File: config.mk
export PLATFORM = sky130hd
export DESIGN_NAME = operand_fetch_flat
export DESIGN_NICKNAME = d
export VERILOG_FILES = /design/src/rtl/operand_fetch_if.sv /design/src/rtl/operand_fetch.sv /design/src/flat_wrapper.sv
export SDC_FILE = /design/constraint.sdc
export NUM_CORES = 1
export LEC_CHECK = 0
export CORE_MARGIN = 4
export CORE_UTILIZATION = 36
export CTS_BUF_LIST = sky130_fd_sc_hd__clkbuf_4 sky130_fd_sc_hd__clkbuf_8
export CTS_CLUSTER_DIAMETER = 150
export DETAILED_ROUTE_END_ITERATION = 10
export GPL_ROUTABILITY_DRIVEN = 0
export PLACE_DENSITY = 0.64
export REMOVE_ABC_BUFFERS = 1
export SLEW_MARGIN = 20
export SYNTH_ARGS = -nofsm -noshare
export SYNTH_HDL_FRONTEND = slang
export SYNTH_SLANG_ARGS = --single-unit
File: constraint.sdc
create_clock -name clk -period 5.26 [get_ports clk]
set_input_delay 1.052 -clock clk [delete_from_list [all_inputs] [get_ports clk]]
set_output_delay 1.052 -clock clk [all_outputs]
set_load 0.005 [all_outputs]
File: src/rtl/operand_fetch_if.sv
// Bundle of the operand-fetch stage's handshake, register-file and writeback signals.
// The slave modport is the stage's view; master is the surrounding pipeline's view.
interface operand_fetch_if #(
  parameter int DW = 32,
  parameter int AW = 5
);
  logic          in_valid;
  logic          in_ready;
  logic [31:0]   instr;
  logic [AW-1:0] rf_rs;
  logic [AW-1:0] rf_rt;
  logic [DW-1:0] rf_rs_o;
  logic [DW-1:0] rf_rt_o;
  logic          rf_write;
  logic [AW-1:0] rf_rd;
  logic [DW-1:0] rf_rd_i;
  logic          wb_valid;
  logic [AW-1:0] wb_rd;
  logic [DW-1:0] wb_data;
  logic          out_valid;
  logic          out_ready;
  logic [5:0]    out_op;
  logic [DW-1:0] out_a;
  logic [DW-1:0] out_b;
  logic [AW-1:0] out_dest;
  logic          out_wen;
  logic [DW-1:0] out_imm;

  modport master (
    output in_valid, instr, rf_rs_o, rf_rt_o, wb_valid, wb_rd, wb_data, out_ready,
    input  in_ready, rf_rs, rf_rt, rf_write, rf_rd, rf_rd_i,
           out_valid, out_op, out_a, out_b, out_dest, out_wen, out_imm
  );

  modport slave (
    input  in_valid, instr, rf_rs_o, rf_rt_o, wb_valid, wb_rd, wb_data, out_ready,
    output in_ready, rf_rs, rf_rt, rf_write, rf_rd, rf_rd_i,
           out_valid, out_op, out_a, out_b, out_dest, out_wen, out_imm
  );
endinterface

File: src/rtl/operand_fetch.sv
// Decode/operand-fetch stage: scoreboarded RAW/WAW stall, writeback forwarding,
// and a one-entry ID/EX output register with valid/ready backpressure.
module operand_fetch #(
  parameter int NREGS = 32,
  parameter int DW    = 32
) (
  input logic           clk,
  input logic           reset,
  operand_fetch_if.slave bus
);
  localparam int AW = $clog2(NREGS);

  typedef enum logic [0:0] {
    EMPTY = 1'b0,
    FULL  = 1'b1
  } state_t;

  state_t           state_r;
  logic [NREGS-1:0] sb_r;
  logic [NREGS-1:0] wb_hit_s;
  logic [NREGS-1:0] sb_set_s;
  logic [NREGS-1:0] pending_s;
  logic [5:0]       op_s;
  logic [AW-1:0]    rs_s;
  logic [AW-1:0]    rt_s;
  logic [AW-1:0]    rd_s;
  logic [AW-1:0]    dest_s;
  logic             wen_s;
  logic             hazard_s;
  logic             in_ready_s;
  logic             fire_s;
  logic [DW-1:0]    opa_s;
  logic [DW-1:0]    opb_s;
  logic [DW-1:0]    imm_s;
  logic [5:0]       op_r;
  logic [DW-1:0]    a_r;
  logic [DW-1:0]    b_r;
  logic [AW-1:0]    dest_r;
  logic             wen_r;
  logic [DW-1:0]    imm_r;

  assign op_s  = bus.instr[31:26];
  assign rs_s  = bus.instr[25:21];
  assign rt_s  = bus.instr[20:16];
  assign rd_s  = bus.instr[15:11];
  assign imm_s = {{(DW-16){bus.instr[15]}}, bus.instr[15:0]};

  // Destination decode: R-type writes rd, immediate ALU ops and lw write rt.
  always_comb begin
    wen_s  = 1'b0;
    dest_s = {AW{1'b0}};
    if (op_s == 6'h00) begin
      wen_s  = 1'b1;
      dest_s = rd_s;
    end else if ((op_s[5:3] == 3'b001) || (op_s == 6'h23)) begin
      wen_s  = 1'b1;
      dest_s = rt_s;
    end else begin
      wen_s  = 1'b0;
      dest_s = {AW{1'b0}};
    end
  end

  // A writeback retiring this cycle releases its register immediately.
  assign wb_hit_s  = bus.wb_valid ? ({{(NREGS-1){1'b0}}, 1'b1} << bus.wb_rd) : {NREGS{1'b0}};
  assign pending_s = sb_r & ~wb_hit_s;
  assign sb_set_s  = (fire_s & wen_s) ? ({{(NREGS-1){1'b0}}, 1'b1} << dest_s) : {NREGS{1'b0}};

  assign hazard_s   = pending_s[rs_s] | pending_s[rt_s] | (wen_s & pending_s[dest_s]);
  assign in_ready_s = ~hazard_s & ((state_r == EMPTY) | bus.out_ready);
  assign fire_s     = bus.in_valid & in_ready_s;

  assign opa_s = (bus.wb_valid && (bus.wb_rd == rs_s)) ? bus.wb_data : bus.rf_rs_o;
  assign opb_s = (bus.wb_valid && (bus.wb_rd == rt_s)) ? bus.wb_data : bus.rf_rt_o;

  assign bus.in_ready  = in_ready_s;
  assign bus.rf_rs     = rs_s;
  assign bus.rf_rt     = rt_s;
  assign bus.rf_write  = bus.wb_valid;
  assign bus.rf_rd     = bus.wb_rd;
  assign bus.rf_rd_i   = bus.wb_data;
  assign bus.out_valid = (state_r == FULL);
  assign bus.out_op    = op_r;
  assign bus.out_a     = a_r;
  assign bus.out_b     = b_r;
  assign bus.out_dest  = dest_r;
  assign bus.out_wen   = wen_r;
  assign bus.out_imm   = imm_r;

  // Scoreboard: a same-edge set on a register being written back wins.
  always_ff @(posedge clk or posedge reset) begin
    if (reset) begin
      sb_r <= {NREGS{1'b0}};
    end else begin
      sb_r <= pending_s | sb_set_s;
    end
  end

  // ID/EX output register and its occupancy FSM.
  always_ff @(posedge clk or posedge reset) begin
    if (reset) begin
      state_r <= EMPTY;
      op_r    <= 6'd0;
      a_r     <= {DW{1'b0}};
      b_r     <= {DW{1'b0}};
      dest_r  <= {AW{1'b0}};
      wen_r   <= 1'b0;
      imm_r   <= {DW{1'b0}};
    end else begin
      if (fire_s) begin
        op_r   <= op_s;
        a_r    <= opa_s;
        b_r    <= opb_s;
        dest_r <= dest_s;
        wen_r  <= wen_s;
        imm_r  <= imm_s;
      end
      case (state_r)
        EMPTY: begin
          if (fire_s) state_r <= FULL;
          else        state_r <= EMPTY;
        end
        FULL: begin
          if (fire_s)             state_r <= FULL;
          else if (bus.out_ready) state_r <= EMPTY;
          else                    state_r <= FULL;
        end
        default: state_r <= EMPTY;
      endcase
    end
  end
endmodule

File: src/flat_wrapper.sv
// flat-port wrapper written by rule: the top's interface ports become plain ports
module operand_fetch_flat 
#(
  parameter int NREGS = 32,
  parameter int DW    = 32
)
  (clk, reset, bus_in_valid, bus_instr, bus_rf_rs_o, bus_rf_rt_o, bus_wb_valid, bus_wb_rd, bus_wb_data, bus_out_ready, bus_in_ready, bus_rf_rs, bus_rf_rt, bus_rf_write, bus_rf_rd, bus_rf_rd_i, bus_out_valid, bus_out_op, bus_out_a, bus_out_b, bus_out_dest, bus_out_wen, bus_out_imm);
  operand_fetch_if #(.DW(DW), .AW(5)) bus_i ();
  input logic clk;
  input logic reset;
  input wire logic [$bits(bus_i.in_valid)-1:0] bus_in_valid;
  input wire logic [$bits(bus_i.instr)-1:0] bus_instr;
  input wire logic [$bits(bus_i.rf_rs_o)-1:0] bus_rf_rs_o;
  input wire logic [$bits(bus_i.rf_rt_o)-1:0] bus_rf_rt_o;
  input wire logic [$bits(bus_i.wb_valid)-1:0] bus_wb_valid;
  input wire logic [$bits(bus_i.wb_rd)-1:0] bus_wb_rd;
  input wire logic [$bits(bus_i.wb_data)-1:0] bus_wb_data;
  input wire logic [$bits(bus_i.out_ready)-1:0] bus_out_ready;
  output wire logic [$bits(bus_i.in_ready)-1:0] bus_in_ready;
  output wire logic [$bits(bus_i.rf_rs)-1:0] bus_rf_rs;
  output wire logic [$bits(bus_i.rf_rt)-1:0] bus_rf_rt;
  output wire logic [$bits(bus_i.rf_write)-1:0] bus_rf_write;
  output wire logic [$bits(bus_i.rf_rd)-1:0] bus_rf_rd;
  output wire logic [$bits(bus_i.rf_rd_i)-1:0] bus_rf_rd_i;
  output wire logic [$bits(bus_i.out_valid)-1:0] bus_out_valid;
  output wire logic [$bits(bus_i.out_op)-1:0] bus_out_op;
  output wire logic [$bits(bus_i.out_a)-1:0] bus_out_a;
  output wire logic [$bits(bus_i.out_b)-1:0] bus_out_b;
  output wire logic [$bits(bus_i.out_dest)-1:0] bus_out_dest;
  output wire logic [$bits(bus_i.out_wen)-1:0] bus_out_wen;
  output wire logic [$bits(bus_i.out_imm)-1:0] bus_out_imm;
  assign bus_i.in_valid = bus_in_valid;
  assign bus_i.instr = bus_instr;
  assign bus_i.rf_rs_o = bus_rf_rs_o;
  assign bus_i.rf_rt_o = bus_rf_rt_o;
  assign bus_i.wb_valid = bus_wb_valid;
  assign bus_i.wb_rd = bus_wb_rd;
  assign bus_i.wb_data = bus_wb_data;
  assign bus_i.out_ready = bus_out_ready;
  assign bus_in_ready = bus_i.in_ready;
  assign bus_rf_rs = bus_i.rf_rs;
  assign bus_rf_rt = bus_i.rf_rt;
  assign bus_rf_write = bus_i.rf_write;
  assign bus_rf_rd = bus_i.rf_rd;
  assign bus_rf_rd_i = bus_i.rf_rd_i;
  assign bus_out_valid = bus_i.out_valid;
  assign bus_out_op = bus_i.out_op;
  assign bus_out_a = bus_i.out_a;
  assign bus_out_b = bus_i.out_b;
  assign bus_out_dest = bus_i.out_dest;
  assign bus_out_wen = bus_i.out_wen;
  assign bus_out_imm = bus_i.out_imm;
  operand_fetch #(.NREGS(NREGS), .DW(DW)) u_core (.clk(clk), .reset(reset), .bus(bus_i));
endmodule
==> flow_summary.ini, run 1 <==
[synth]
synth_most_common_cell = dfrtp_1
synth_cell_types = 74
ys.flop_type = dfrtp_1
synth_common_cells = 125 x dfrtp_1, 79 x mux2_4, 71 x mux2_2, 65 x buf_4, 39 x o21ai_0
ys_ff_latch = 125
yosys.area_share.simple_pct = 9.41
async_flop_share_pct = 100
synth_compound_area_share_pct = 13.3
synth_top_family_by_area = multiplexers
synthAdderAreaFrac_pct = 0
synth_top_area_share_pct = 39.1
yosysTopAreaCell = dfrtp_1
synth_edf_count = 0
synthTopCellsByArea = dfrtp_1 39%, mux2_4 15%, mux2_2 10%
synthCells = 704
synth_mux_area_share_pct = 27.8
yosysSeqAreaShare_pct = 39.1
syn-cell-area_sq_um = 8010
yosys_warnings = 0
syn_area_per_cell_sq_um = 11.4
synth_xor_area_share_pct = 1.09

[critical_path]
cp-start-kind = primary input
slowest_stage = or4_4
critPathLaunch = bus_instr[31]
required_ns = 4.21
crit_path_max_fanout = 6
r2r-start = u_core.sb_r[22]$_DFF_PP0_
rrSetupSlack_ns = 2.18
rr_endpoint = u_core.bus.out_a[31]$_DFFE_PP0P_
cp_top_family = buffers and inverters
critPathCapture = bus_in_ready
cpMostUsedCell = buf_4
cp.depth = 13
path_class = primary input to primary output
endpoint_kind = primary output
crit_buf_inv = 5
crit_chain = clkdlybuf4s50_1 > buf_4 > nor4_4 > buf_4 > a211oi_1 > or4_4 > buf_4 > a222oi_1 > nand3_1 > a31o_1 > nor2_2 > nor4_2 > dlymetal6s2s_1
ff2ff_path_depth = 10
critPathArrivalTime_ns = 3.84
cpPeakStageDelay_ns = 0.48

[timing]
min_period_over_period_pct = 92.9
finalSetupTns_ns = 0
setup_viol = 0
rsz0062_at_grt = false
drv_slew = 0
timing.fmax_mhz = 205
fin_worst_skew_ns = 0.0262
hold_viol_final = 0
period_needed_ns = 4.89
relSlewSlack_pct = 35.6
worstMarginPinSlew_ns = 0.966

[global_routing]
grt_pass1_vias = 7188
antenna_found_initial = 0
grt_usage_pct = 21.6
grt-ovfl-total = 0
grt_start_max_net_pins = 69
grt_first_pass_wirelength_microns = 41500

[final_layout]
final_cells = 1305
fin_util_pct = 54.5
nets = 1150
antenna_cells = 0
multi_input_area_sq_um = 4190
regArea_sq_um = 3130
design_area_sq_um = 11900
fillers = 1921
drive_above_1_share_pct = 29.8
area_delta_synth_final_pct = 48.7

[clock_tree]
cts_max_path_buffers = 2
clk_latency_ns = 0.44
cts.sinks = 125
cts_htree_levels = 4
cts_buffers = 17
cts_tree = done
clockRootBuffer = clkbuf_8
holdBufCountCts = 0
clk_pin_slew_ns = 0.09

[die]
initial_utilization_pct = 36.7
pin_count = 296
core.rowCount = 54
die-area_sq_um = 24700
die-width_microns = 157
core_area_sq_um = 21800
die_h_microns = 157

[status]
status = finished, final reports clean

[hold_path]
hold_path_class = flop to flop

[route]
via_per_inst = 5.32
drtPass1Iterations = 6
drtIter0Drc = 536
remaining_drc_errors = 0
ant_nets = 0
wl_per_cell_microns = 20.8
vias = 6942
wl_microns = 27200

[place]
portBuffers = 295
place_inst = 1271
dpl_cell_area_sq_um = 11400
place_hpwl_microns = 20700

[power_and_ir_drop]
powerDensity_nw_per_um2 = 305
p_leak_nw = 4.92
ir_drop_mv = 0.155
totalPowerFinal_mw = 3.63

[run]
max_cap_viol_count = 0
-- worst min-delay path by stage --
stage,start,to,slack (ns),depth (start not counted)
3_3_place_gp,u_core.bus.out_imm[14]$_DFFE_PP0P_,u_core.bus.out_imm[14]$_DFFE_PP0P_,0.47,1
5_1_grt,u_core.bus.out_op[2]$_DFFE_PP0P_,u_core.bus.out_op[2]$_DFFE_PP0P_,0.52,1
3_5_place_dp,u_core.bus.out_op[3]$_DFFE_PP0P_,u_core.bus.out_op[3]$_DFFE_PP0P_,0.48,1
2_1_floorplan,u_core.sb_r[24]$_DFF_PP0_,u_core.sb_r[24]$_DFF_PP0_,0.49,2
4_1_cts,u_core.bus.out_imm[14]$_DFFE_PP0P_,u_core.bus.out_imm[14]$_DFFE_PP0P_,0.51,1
6_report,u_core.bus.out_imm[14]$_DFFE_PP0P_,u_core.bus.out_imm[14]$_DFFE_PP0P_,0.50,1
-- where the power goes --
group / switching [mW] / leakage [nW] / internal, mW / total [mW]
clock: 0.437 / 0.219 / 0.525 / 0.962
combinational: 0.449 / 3.15 / 0.904 / 1.35
sequential: 0.138 / 1.54 / 1.17 / 1.31
-- cells in the final DEF (no fill, tap or decap), types with 6 or more instances in the layout --
cell type	n
nand4_1	9
nor3_1	7
xor2_1	8
clkdlybuf4s50_1	294
o31ai_1	21
mux2_1	10
nand2b_1	7
o21ai_1	12
nand2_1	30
o211ai_1	8
a21oi_1	6
a211oi_1	7
dfrtp_1	125
nor2b_1	10
nand3_1	9
a22oi_1	9
buf_4	100
o21ai_0	39
clkbuf_8	17
nor2_1	17
mux2_4	79
mux2i_1	13
mux2_2	71
-- metrics by stage --
| stage | hold slack, ns | setup slack (ns) |
|---|---|---|
| 2_1_floorplan | 0.488 | -1.22 |
| 5_1_grt | 0.519 | 0.155 |
| 6_report | 0.504 | 0.372 |
| 3_3_place_gp | 0.473 | -0.121 |
| 4_1_cts | 0.508 | 0.0128 |
| 3_5_place_dp | 0.484 | -0.226 |
-- final cells by class --
class,count,share of cell area [%]
clock buffers,17,1.97
clock inverters,15,1.76
inverters,6,0.210
multi-input cells,464,35.2
flip-flops and latches,125,26.3
well taps,280,2.94
repair buffers,398,31.6
-- routing by layer --
layer	GRT usage [%]	vias up	share of wire [%]
met2	34.8	353	47
li1	-	3189	-
met3	6.49	53	9.4
met5	0	-	0
met4	5.74	0	2.2
met1	28.5	3347	42
-- flip-flops by register name (all words and copies together), names as in the netlist --
signal                count
u_core.bus.out_a         32
u_core.bus.out_b         32
u_core.sb_r              32
u_core.bus.out_imm       16
u_core.bus.out_op         6
u_core.bus.out_dest       5
u_core.bus.out_valid      1
u_core.bus.out_wen        1
-- logic make-up (layout without fill, tap and decap cells) --
kind of cell / Yosys count / count (layout)
compound gates: 151 / 151
xor+xnor: 10 / 10
buf+inv: 115 / 436
flops: 125 / 125
mux: 173 / 173
simple gates: 130 / 130
-- repair_timing --
item                       in CTS  in global routing
buffers inserted                0                  2
pin swaps                       0                  2
resized for setup               4                  9
setup endpoints to repair       1                  1
No activity file was read; power rests on OpenSTA's default activity.
==> run 2: changes to the inputs <==
- CORE_ASPECT_RATIO: default -> 1.5
==> run 2 against run 1 <==
Effect of this change:
- core utilization is 0.49 points lower
- non-clock buffer count shrank 4
- combinational power hardly changed
- clock-buffer cell count up 3
- first-iteration DRC count decreased by 33%
- cell count fell by 0.92%
- global-route usage grew 0.90 points
- critical endpoint unchanged
- largest cell class unchanged
- largest power group unchanged
==> flow_summary.ini, run 2 (synthesis results as in run 1) <==
[power_and_ir_drop]
powerDensity_nw_per_um2 = 296
ir_drop_mv = 0.180
pwr-share-comb_pct = 38.8
intPower_mw = 2.48
seqPwrFrac_pct = 37.6
totalPowerFinal_mw = 3.49
p_sw_mw = 1.00
power_frac_clock_pct = 23.6
p_leak_nw = 4.86
switching_share_pct = 28.8

[global_routing]
grt_first_pass_wirelength_microns = 42300
grt_usage_pct = 22.5
grt-ovfl-total = 0
grt_pass1_vias = 7271
antenna_found_initial = 0
grt_start_max_net_pins = 72

[route]
drtPass1Iterations = 6
vias = 6885
ant_nets = 0
via_per_inst = 5.32
drtIter0Drc = 357
wl_microns = 27800
wl_per_cell_microns = 21.5
remaining_drc_errors = 0

[final_layout]
nets = 1146
layout_commonest_cell = clkdlybuf4s50_1
fillers = 1929
area_delta_synth_final_pct = 47.2
layout_common_cells = 294 x clkdlybuf4s50_1, 125 x dfrtp_1, 96 x buf_4, 79 x mux2_4, 71 x mux2_2
antenna_cells = 0
final_cells = 1293
drive_above_1_share_pct = 29.2
regArea_sq_um = 3130
multi_input_area_sq_um = 4170

[clock_tree]
cts_max_path_buffers = 2
cts.sinks = 125
clockRootBuffer = clkbuf_8
clk_latency_ns = 0.46
holdBufCountCts = 0
cts_tree = done
post_cts_buffers = 0
cts_htree_levels = 4
clk_pin_slew_ns = 0.07
cts_buffers = 17

[die]
die-width_microns = 130
die_h_microns = 191
pin_count = 296
die-area_sq_um = 24700
initial_utilization_pct = 36.7
core_area_sq_um = 21800
core.rowCount = 66

[critical_path]
required_ns = 4.21
crit_path_max_fanout = 7
path_class = primary input to primary output
endpoint_kind = primary output
critPathArrivalTime_ns = 3.97
ff2ff_path_depth = 11
cp-start-kind = primary input
r2r-start = u_core.sb_r[20]$_DFF_PP0_
critPathLaunch = bus_instr[28]

[hold_path]
hold_start = u_core.bus.out_op[1]$_DFFE_PP0P_
hold_path_class = flop to flop
hold_path_depth = 1

[timing]
rsz0062_at_grt = false
worstMarginPinSlew_ns = 0.937
drv_slew = 0
hold_viol_final = 0
period_needed_ns = 5.02
timing.hold.ws_ns = 0.492
layout_setup_ws_ns = 0.243
timing.fmax_mhz = 199
setup_viol = 0
min_period_over_period_pct = 95.4
relSlewSlack_pct = 37.6
fin_worst_skew_ns = 0.0123

[place]
place_hpwl_microns = 21500
portBuffers = 295
place_inst = 1261
pre_cts_slack_ns = -0.164

[status]
status = finished, final reports clean

[run]
max_cap_viol_count = 0
## run 2: cell count changes in the layout (fill, tap and decap cells not counted), moves of 2 or more
cell,before,now
buf_4,100,96
bufinv_16,4,1
clkbuf_8,17,19
clkinvlp_4,2,5
inv_6,4,2
## run 2: power groups by stage
stage,Clock (mW),Sequential [mW],Combinational (mW)
floorplan,0,1.33,0.506
global placement,0,1.32,1.36
detailed placement,0,1.32,1.37
CTS,0.855,1.31,1.37
global route,0.885,1.34,1.44
finish,0.822,1.31,1.35
## run 2: path summary, 6_finish.rpt
path                                               endpoint  slack, ns
max in group asynchronous   u_core.bus.out_a[0]$_DFFE_PP0P_       3.13
min in group asynchronous  u_core.bus.out_b[26]$_DFFE_PP0P_       1.14
hold / removal             u_core.bus.out_op[1]$_DFFE_PP0P_       0.49
hold reg to reg            u_core.bus.out_op[1]$_DFFE_PP0P_       0.49
setup / recovery                               bus_in_ready       0.24
setup reg to reg            u_core.bus.out_b[2]$_DFFE_PP0P_       2.11
## run 2: area by class of cell
class                   count  share of cell area [%]
multi-input cells         464                    35.4
repair buffers            394                    31.7
flip-flops and latches    125                    26.5
well taps                 272                    2.89
clock buffers              20                    2.28
clock inverters            12                   0.956
inverters                   6                   0.212
## run 2: timing repair
| item | CTS | global route |
|---|---|---|
| setup endpoints to repair | 1 | 1 |
| endpoints found under the hold margin | 0 | 0 |
| pin swaps | 0 | 3 |
| gates resized for setup | 3 | 6 |
| gates cloned | 0 | 0 |
## run 2: critical path, cell delays in order
cell             delay, ns
clkdlybuf4s50_1       0.43
buf_4                 0.17
nor4_4                0.31
buf_4                 0.19
a211oi_1              0.09
or4_1                 0.44
buf_4                 0.18
a222oi_1              0.33
nand3_1               0.16
a31o_1                0.27
nor2_2                0.12
nor4_2                0.06
dlymetal6s2s_1        0.16
## run 2: layer usage
layer | share of wire, % | vias up | global-route usage, %
met1 | 36 | 3277 | 24.9
met2 | 52 | 337 | 38.5
met5 | 0 | - | 0
met3 | 6.8 | 77 | 6.05
li1 | - | 3194 | -
met4 | 5.1 | 0 | 12.6
## run 2: stage by stage
stage	TNS [ns]	cell area, sq um	util (%)
final	0	11800	54.1
after global routing	0	11800	54.1
after CTS	0	11800	54.0
after detailed placement	-0.164	11400	52.2
after global placement	-0.106	11400	52.2
after floorplan	-97.61	7280	-
